`src/rtl/stopwatch_ctrl.sv`:
```
//------------------------------------------------------------------------------
// stopwatch_ctrl: sequences the MM:SS stopwatch from the divider's level clocks.
//   Edge-detects one_hz/two_hz/seg_clk/pause_btn in the clk domain and runs a
//   RUN/PAUSED/ADJUST FSM. It also scans a 4-digit active-low 7-segment
//   display and blinks the field being adjusted.
// Ports:
//   i_clk, i_reset          : 100 MHz clock, asynchronous active-high reset
//   i_one_hz, i_two_hz      : count / adjust-step square waves
//   i_seg_clk, i_blink_clk  : display scan and blink square waves
//   i_pause_btn, i_adj, i_sel : debounced controls (toggle pause, adjust, field)
//   i_lap                   : lap snapshot toggle (STOPWATCH_LAP_EN only)
//   o_minutes, o_seconds    : live count
//   o_an, o_seg             : digit enables (one-hot) and segments {g..a}, active-low
// Optional feature macro: STOPWATCH_LAP_EN (adds i_lap and the display snapshot).
//------------------------------------------------------------------------------
module stopwatch_ctrl #(
  parameter int MAX_MIN          = 99,
  parameter int ANODE_ACTIVE_LOW = 1
) (
  input  logic       i_clk,
  input  logic       i_reset,
  input  logic       i_one_hz,
  input  logic       i_two_hz,
  input  logic       i_seg_clk,
  input  logic       i_blink_clk,
  input  logic       i_pause_btn,
  input  logic       i_adj,
  input  logic       i_sel,
`ifdef STOPWATCH_LAP_EN
  input  logic       i_lap,
`endif
  output logic [6:0] o_minutes,
  output logic [5:0] o_seconds,
  output logic [3:0] o_an,
  output logic [6:0] o_seg
);

  localparam logic [6:0] MAXM   = 7'(MAX_MIN);
  localparam logic [3:0] AN_OFF = (ANODE_ACTIVE_LOW != 0) ? 4'hF : 4'h0;

  localparam int E_ONE   = 0;
  localparam int E_TWO   = 1;
  localparam int E_SEG   = 2;
  localparam int E_PAUSE = 3;

`ifdef STOPWATCH_LAP_EN
  localparam int E_LAP = 4;
  localparam int NEV   = 5;
  logic [NEV-1:0] w_ev_in;
  assign w_ev_in = {i_lap, i_pause_btn, i_seg_clk, i_two_hz, i_one_hz};
`else
  localparam int NEV = 4;
  logic [NEV-1:0] w_ev_in;
  assign w_ev_in = {i_pause_btn, i_seg_clk, i_two_hz, i_one_hz};
`endif

  typedef enum logic [1:0] {S_RUN, S_PAUSED, S_ADJUST} state_t;

  // Edge-detected inputs: registered value and its history. Both reset high so
  // a level already high at reset release does not produce an event.
  logic [NEV-1:0] r_ev_q, r_ev_p, w_ev;
  // adj and blink are consumed as levels, so only the registering flop is
  // kept. adj resets low so the FSM sees no phantom adjust request right
  // after reset. blink resets high so nothing is blanked.
  logic           r_adj_q, r_blink_q;
  state_t         r_state, r_resume;
  logic [6:0]     r_min;
  logic [5:0]     r_sec;
  logic [1:0]     r_idx;
  logic [3:0]     r_an;
  logic [6:0]     r_seg;

  assign w_ev = r_ev_q & ~r_ev_p;

`ifdef STOPWATCH_LAP_EN
  logic       r_frozen;
  logic [6:0] r_snap_min;
  logic [5:0] r_snap_sec;
`endif

  always_ff @(posedge i_clk or posedge i_reset) begin
    if (i_reset) begin
      r_ev_q     <= '1;
      r_ev_p     <= '1;
      r_adj_q    <= 1'b0;
      r_blink_q  <= 1'b1;
      r_state    <= S_RUN;
      r_resume   <= S_RUN;
      r_min      <= 7'd0;
      r_sec      <= 6'd0;
      r_idx      <= 2'd0;
`ifdef STOPWATCH_LAP_EN
      r_frozen   <= 1'b0;
      r_snap_min <= 7'd0;
      r_snap_sec <= 6'd0;
`endif
    end else begin
      r_ev_q    <= w_ev_in;
      r_ev_p    <= r_ev_q;
      r_adj_q   <= i_adj;
      r_blink_q <= i_blink_clk;
      if (w_ev[E_SEG]) r_idx <= r_idx + 2'd1;
      case (r_state)
        S_RUN: begin
          if (r_adj_q) begin
            // Adjust request wins over a same-cycle one_hz event.
            r_state  <= S_ADJUST;
            r_resume <= S_RUN;
`ifdef STOPWATCH_LAP_EN
            r_frozen <= 1'b0;
`endif
          end else begin
            if (w_ev[E_ONE]) begin
              if (r_sec == 6'd59) begin
                r_sec <= 6'd0;
                r_min <= (r_min == MAXM) ? 7'd0 : r_min + 7'd1;
              end else begin
                r_sec <= r_sec + 6'd1;
              end
            end
            if (w_ev[E_PAUSE]) r_state <= S_PAUSED;
`ifdef STOPWATCH_LAP_EN
            if (w_ev[E_LAP]) begin
              r_frozen   <= ~r_frozen;
              r_snap_min <= r_min;
              r_snap_sec <= r_sec;
            end
`endif
          end
        end
        S_PAUSED: begin
          if (r_adj_q) begin
            r_state  <= S_ADJUST;
            r_resume <= S_PAUSED;
`ifdef STOPWATCH_LAP_EN
            r_frozen <= 1'b0;
`endif
          end else if (w_ev[E_PAUSE]) begin
            r_state <= S_RUN;
          end
        end
        S_ADJUST: begin
          // Pause events are deliberately dropped here.
          if (!r_adj_q) begin
            r_state <= r_resume;
          end else if (w_ev[E_TWO]) begin
            if (i_sel) r_sec <= (r_sec == 6'd59) ? 6'd0 : r_sec + 6'd1;
            else       r_min <= (r_min == MAXM)  ? 7'd0 : r_min + 7'd1;
          end
        end
        default: r_state <= S_RUN;
      endcase
    end
  end

  // Tens digit by constant compares (value never exceeds 99).
  function automatic logic [3:0] tens_of(input logic [6:0] v);
    logic [3:0] t;
    t = 4'd0;
    for (int k = 1; k <= 9; k++)
      if (v >= 7'(10 * k)) t = 4'(k);
    return t;
  endfunction

  function automatic logic [3:0] ones_of(input logic [6:0] v);
    logic [6:0] t;
    t = {3'd0, tens_of(v)};
    return 4'(v - ((t << 3) + (t << 1)));
  endfunction

  function automatic logic [6:0] seg_of(input logic [3:0] d);
    case (d)
      4'd0: return 7'b1000000;
      4'd1: return 7'b1111001;
      4'd2: return 7'b0100100;
      4'd3: return 7'b0110000;
      4'd4: return 7'b0011001;
      4'd5: return 7'b0010010;
      4'd6: return 7'b0000010;
      4'd7: return 7'b1111000;
      4'd8: return 7'b0000000;
      4'd9: return 7'b0010000;
      default: return 7'h7F;
    endcase
  endfunction

  logic [6:0] w_disp_min;
  logic [5:0] w_disp_sec;
`ifdef STOPWATCH_LAP_EN
  assign w_disp_min = r_frozen ? r_snap_min : r_min;
  assign w_disp_sec = r_frozen ? r_snap_sec : r_sec;
`else
  assign w_disp_min = r_min;
  assign w_disp_sec = r_sec;
`endif

  logic [3:0] w_digit;
  logic [3:0] w_hot;
  logic       w_blank;

  always_comb begin
    w_digit = 4'd0;
    case (r_idx)
      2'd0: w_digit = ones_of({1'b0, w_disp_sec});
      2'd1: w_digit = tens_of({1'b0, w_disp_sec});
      2'd2: w_digit = ones_of(w_disp_min);
      2'd3: w_digit = tens_of(w_disp_min);
      default: w_digit = 4'd0;
    endcase
  end

  assign w_hot   = 4'b0001 << r_idx;
  // Digits 0/1 belong to seconds, 2/3 to minutes.
  assign w_blank = (r_state == S_ADJUST) && !r_blink_q &&
                   (i_sel ? (r_idx < 2'd2) : (r_idx >= 2'd2));

  always_ff @(posedge i_clk or posedge i_reset) begin
    if (i_reset) begin
      r_an  <= AN_OFF;
      r_seg <= 7'h7F;
    end else begin
      r_an  <= (ANODE_ACTIVE_LOW != 0) ? ~w_hot : w_hot;
      r_seg <= w_blank ? 7'h7F : seg_of(w_digit);
    end
  end

  assign o_minutes = r_min;
  assign o_seconds = r_sec;
  assign o_an      = r_an;
  assign o_seg     = r_seg;

endmodule

```
`config.mk`:
```
export PLATFORM = sky130hd
export DESIGN_NAME = stopwatch_ctrl
export DESIGN_NICKNAME = d
export VERILOG_FILES = /design/src/rtl/stopwatch_ctrl.sv
export SDC_FILE = /design/constraint.sdc
export NUM_CORES = 1
export LEC_CHECK = 0
export ABC_AREA = 0
export ABC_CLOCK_PERIOD_IN_PS = 4500
export CAP_MARGIN = 20
export CORE_AREA = 2 2 90 92
export CTS_CLUSTER_DIAMETER = 30
export DETAILED_ROUTE_END_ITERATION = 6
export DIE_AREA = 0 0 92 94
export SETUP_SLACK_MARGIN = 0.5
export SYNTH_ARGS = -nofsm -noshare
export SYNTH_HDL_FRONTEND = slang
export SYNTH_SLANG_ARGS = --single-unit
```
`constraint.sdc`:
```
create_clock -name i_clk -period 4.5 [get_ports i_clk]
set_input_delay 0.45 -clock i_clk [delete_from_list [all_inputs] [get_ports i_clk]]
set_output_delay 0.45 -clock i_clk [all_outputs]
set_load 0.01 [all_outputs]
```
==> metrics.md <==
| Metric | Value |
|---|---|
| FMAX | `285 MHz` |
| Pre-CTS WS | `1.05 ns` |
| Final setup viols | `0` |
| Synthesized flop and latch total | `39` |
| Fin cells | `411` |
| Crit-path max cell delay | `0.54 ns` |
| WHS | `0.365 ns` |
| Final net count | `336` |
| Wire per inst | `13.0 µm` |
| Warning count from the yosys run | `0` |
| Crit path DAT | `3.73 ns` |
| First-pass GRT wire length | `9.08 mm` |
| Htree depth | `2` |
| Kind of critical path | `reg -> reg` |
| CTS Buffer Depth | `2` |
| IO Port Bufs | `32` |
| Flop2flop setup slack | `0.99 ns` |
| CTS tree | `yes` |
| Final period util | `77.9%` |
| Number of remaining DRC errors | `0` |
| Placed Area | `0.00300 mm²` |
| Maxcap violations | `0` |
| Reg power frac | `32.1%` |
| CTS Sinks | `39` |
| Vias in the first global route | `1,883` |
| CP Launch Type | `flip-flop` |
| Share of post-route cells with drive strength above 1 | `13.3%` |
| Ys async rst share | `100%` |
| Initial Util | `34.6%` |
| NetSw | `0.775 mW` |
| Die height | `94 µm` |
| Final wirelength | `5.36 mm` |
| CTS resizes | `0` |
| Post-CTS setup buffers | `0` |
| Seq/Total Area, Yosys | `38.0%` |
| Placed insts | `403` |
| Final Core Density | `40.5%` |
| Core Footprint | `0.00761 mm²` |
| Syn_nets | `313` |
| Crit. End Element | `flip-flop` |
| Die area | `0.00865 mm²` |
| Cell Pwr Density | `608 mW/mm²` |
| Via count | `2,055` |
| Clock Pin Slew Worst Setup and Hold Paths | `0.08 ns` |
| TritonRoute pass-1 iters | `4` |
| Post-Layout Inst Area | `0.00308 mm²` |
| Status | `finished, final reports clean` |
| Most area-hungry cell type in the Yosys netlist | `dfstp_2` |
| # fillers | `796` |
| Leakage | `1.34 nW` |
| Distinct cells, synth | `61` |
| Top cells by area, synth | `dfstp_2, dfrtp_1, ha_1` |
| Most frequent CP cell | `ha_1` |
| Dpl hpwl | `3.80 mm` |
| Commonest cells post-synth | `inv_1, a21oi_1, dfstp_2` |
| Final Power | `1.87 mW` |
| Internal Power | `1.10 mW` |
| Worst path cell trace | `ha_1 > or3_1 > a32o_1 > a221oi_1 > o21ai_0 > ha_1 > inv_1 > a21oi_1 > a21oi_1 > a211o_1 > inv_1 > ha_1 > nor2b_1 > a211oi_1 > mux2i_1` |
| Switching power share of the total | `41.3%` |
| Via density | `5.00` |
| Slew margin rel. | `58.4%` |
| RePlAce Congestion | `0.831` |
| Post-route antenna net violation count | `0` |
| Mapped cell area | `0.00263 mm²` |
| Antenna Cells | `0` |
| Cells after synthesis | `285` |
| Setup ws final | `0.993 ns` |
| FP Rows | `32` |
| Count leader, synth | `inv_1` |
| Clock Skew | `0.00999 ns` |
| CTS Hold Bufs | `0` |
| Clock Tree Root | `clkbuf_8` |
| Setup TNS | `0 ns` |
| GR Util All Layers | `13.0%` |
| Pin count of the biggest net entering global routing | `40` |
| Number of synthesized flops with an enable pin | `0` |
| VDD IR-drop max | `0.000298 V` |
| RSZ-0062 raised after global routing | `false` |
| Hold Vio Cnt, Final | `0` |
| Crit path required time | `4.72 ns` |
| Worst-Skew Late Latency | `0.30 ns` |
| Logic pwr share | `55.0%` |
| Max Slew Vio Count | `0` |
| Die X | `92 µm` |
| Total CTS buffers | `5` |
| Grt ovf | `0` |
| CP Max Fanout | `14` |
| Final min period | `3.51 ns` |
| Slowest cell on crit path | `dfrtp_1` |
| Slew of the pin with the lowest slew margin | `0.620 ns` |
| First DRT Iteration DRCs | `117` |
| Ys flop type | `dfstp_2` |
| Initial antenna violation count | `0` |
| Min-Delay Path Class | `reg -> reg` |
| Clock Power Share | `12.9%` |
| Post-synth top area share | `20.0%` |
| I/O pin total | `33` |
| Avg Cell Area, Syn | `9.23 µm²` |
| Area Overhead vs Synth | `17.2%` |
power groups by stage:
stage / Clock, mW / Sequential [mW] / Combinational [mW]
2_1_floorplan: 0 / 0.584 / 0.772
3_3_place_gp: 0 / 0.606 / 1.03
3_5_place_dp: 0 / 0.608 / 1.03
4_1_cts: 0.248 / 0.602 / 1.04
5_1_grt: 0.263 / 0.622 / 1.16
6_report: 0.242 / 0.601 / 1.03
logic make-up after synthesis:
kind of cell | count (synthesis) | synth area share, %
adders and majority gates | 20 | 9.42
buffers and inverters | 42 | 7.08
AOI/OAI and AO/OA | 79 | 20.1
xor gates and xnor gates | 10 | 3.33
muxes | 12 | 4.90
DFF | 39 | 38.0
and+or+nand+nor | 83 | 17.1
metal layers:
| layer | vias to the layer above | routed length (µm) | share of wire, % | GRT usage, % |
|---|---|---|---|---|
| met4 | 0 | 70 | 1.3 | 4.10 |
| met5 | - | 0 | 0 | 0 |
| met1 | 971 | 2710 | 51 | 18.2 |
| met3 | 5 | 178 | 3.3 | 2.65 |
| li1 | 1047 | - | - | - |
| met2 | 32 | 2390 | 45 | 20.1 |
area by class of cell:
cell class	instances	area, µm²	area share [%]
repair buffers	34	335	10.9
clock inverters	2	12.5	0.406
well taps	102	128	4.14
multi-input cells	204	1440	46.8
inverters	24	90.1	2.92
clock buffers	6	72.6	2.35
flip-flops and latches	39	1000	32.5
sequential cells by signal (all words and copies together), names as in the netlist:
name,cells
o_minutes,7
o_seg,7
o_seconds,6
o_an,4
r_ev_p,4
r_ev_q,4
r_idx,2
r_state,2
r_adj_q,1
r_blink_q,1
r_resume,1
critical path: cells and delay by family, from the launching register on:
kind | cells | cell delay, ns
flops | 1 | 0.54
simple gates | 2 | 0.47
compound gates | 7 | 1.35
mux | 1 | 0.17
fa+ha+maj | 3 | 0.74
buf+inv | 2 | 0.16
cell usage in the layout (no fill, tap or decap), types with 6 or more instances in the layout:
master	n
a21oi_1	21
nand2_1	16
dfrtp_1	19
ha_1	19
nand3_1	8
nor3_1	6
clkdlybuf4s50_1	32
dfstp_2	20
mux2i_1	8
a21o_1	6
inv_1	24
nor2_1	17
o21ai_0	15
nor2b_1	7
final timing paths:
path / depth (start not counted) / start / to
worst max register to register: 15 / o_minutes[1] / o_seg[0]
worst min register to register: 0 / r_ev_q[2] / r_ev_p[2]
worst min-delay path: 0 / r_ev_q[2] / r_ev_p[2]
min in group asynchronous: 3 / i_reset / o_minutes[4]
max in group asynchronous: 3 / i_reset / o_seg[1]
worst max-delay path: 15 / o_minutes[1] / o_seg[0]
Note: power is estimated with default switching activity, not from simulation.
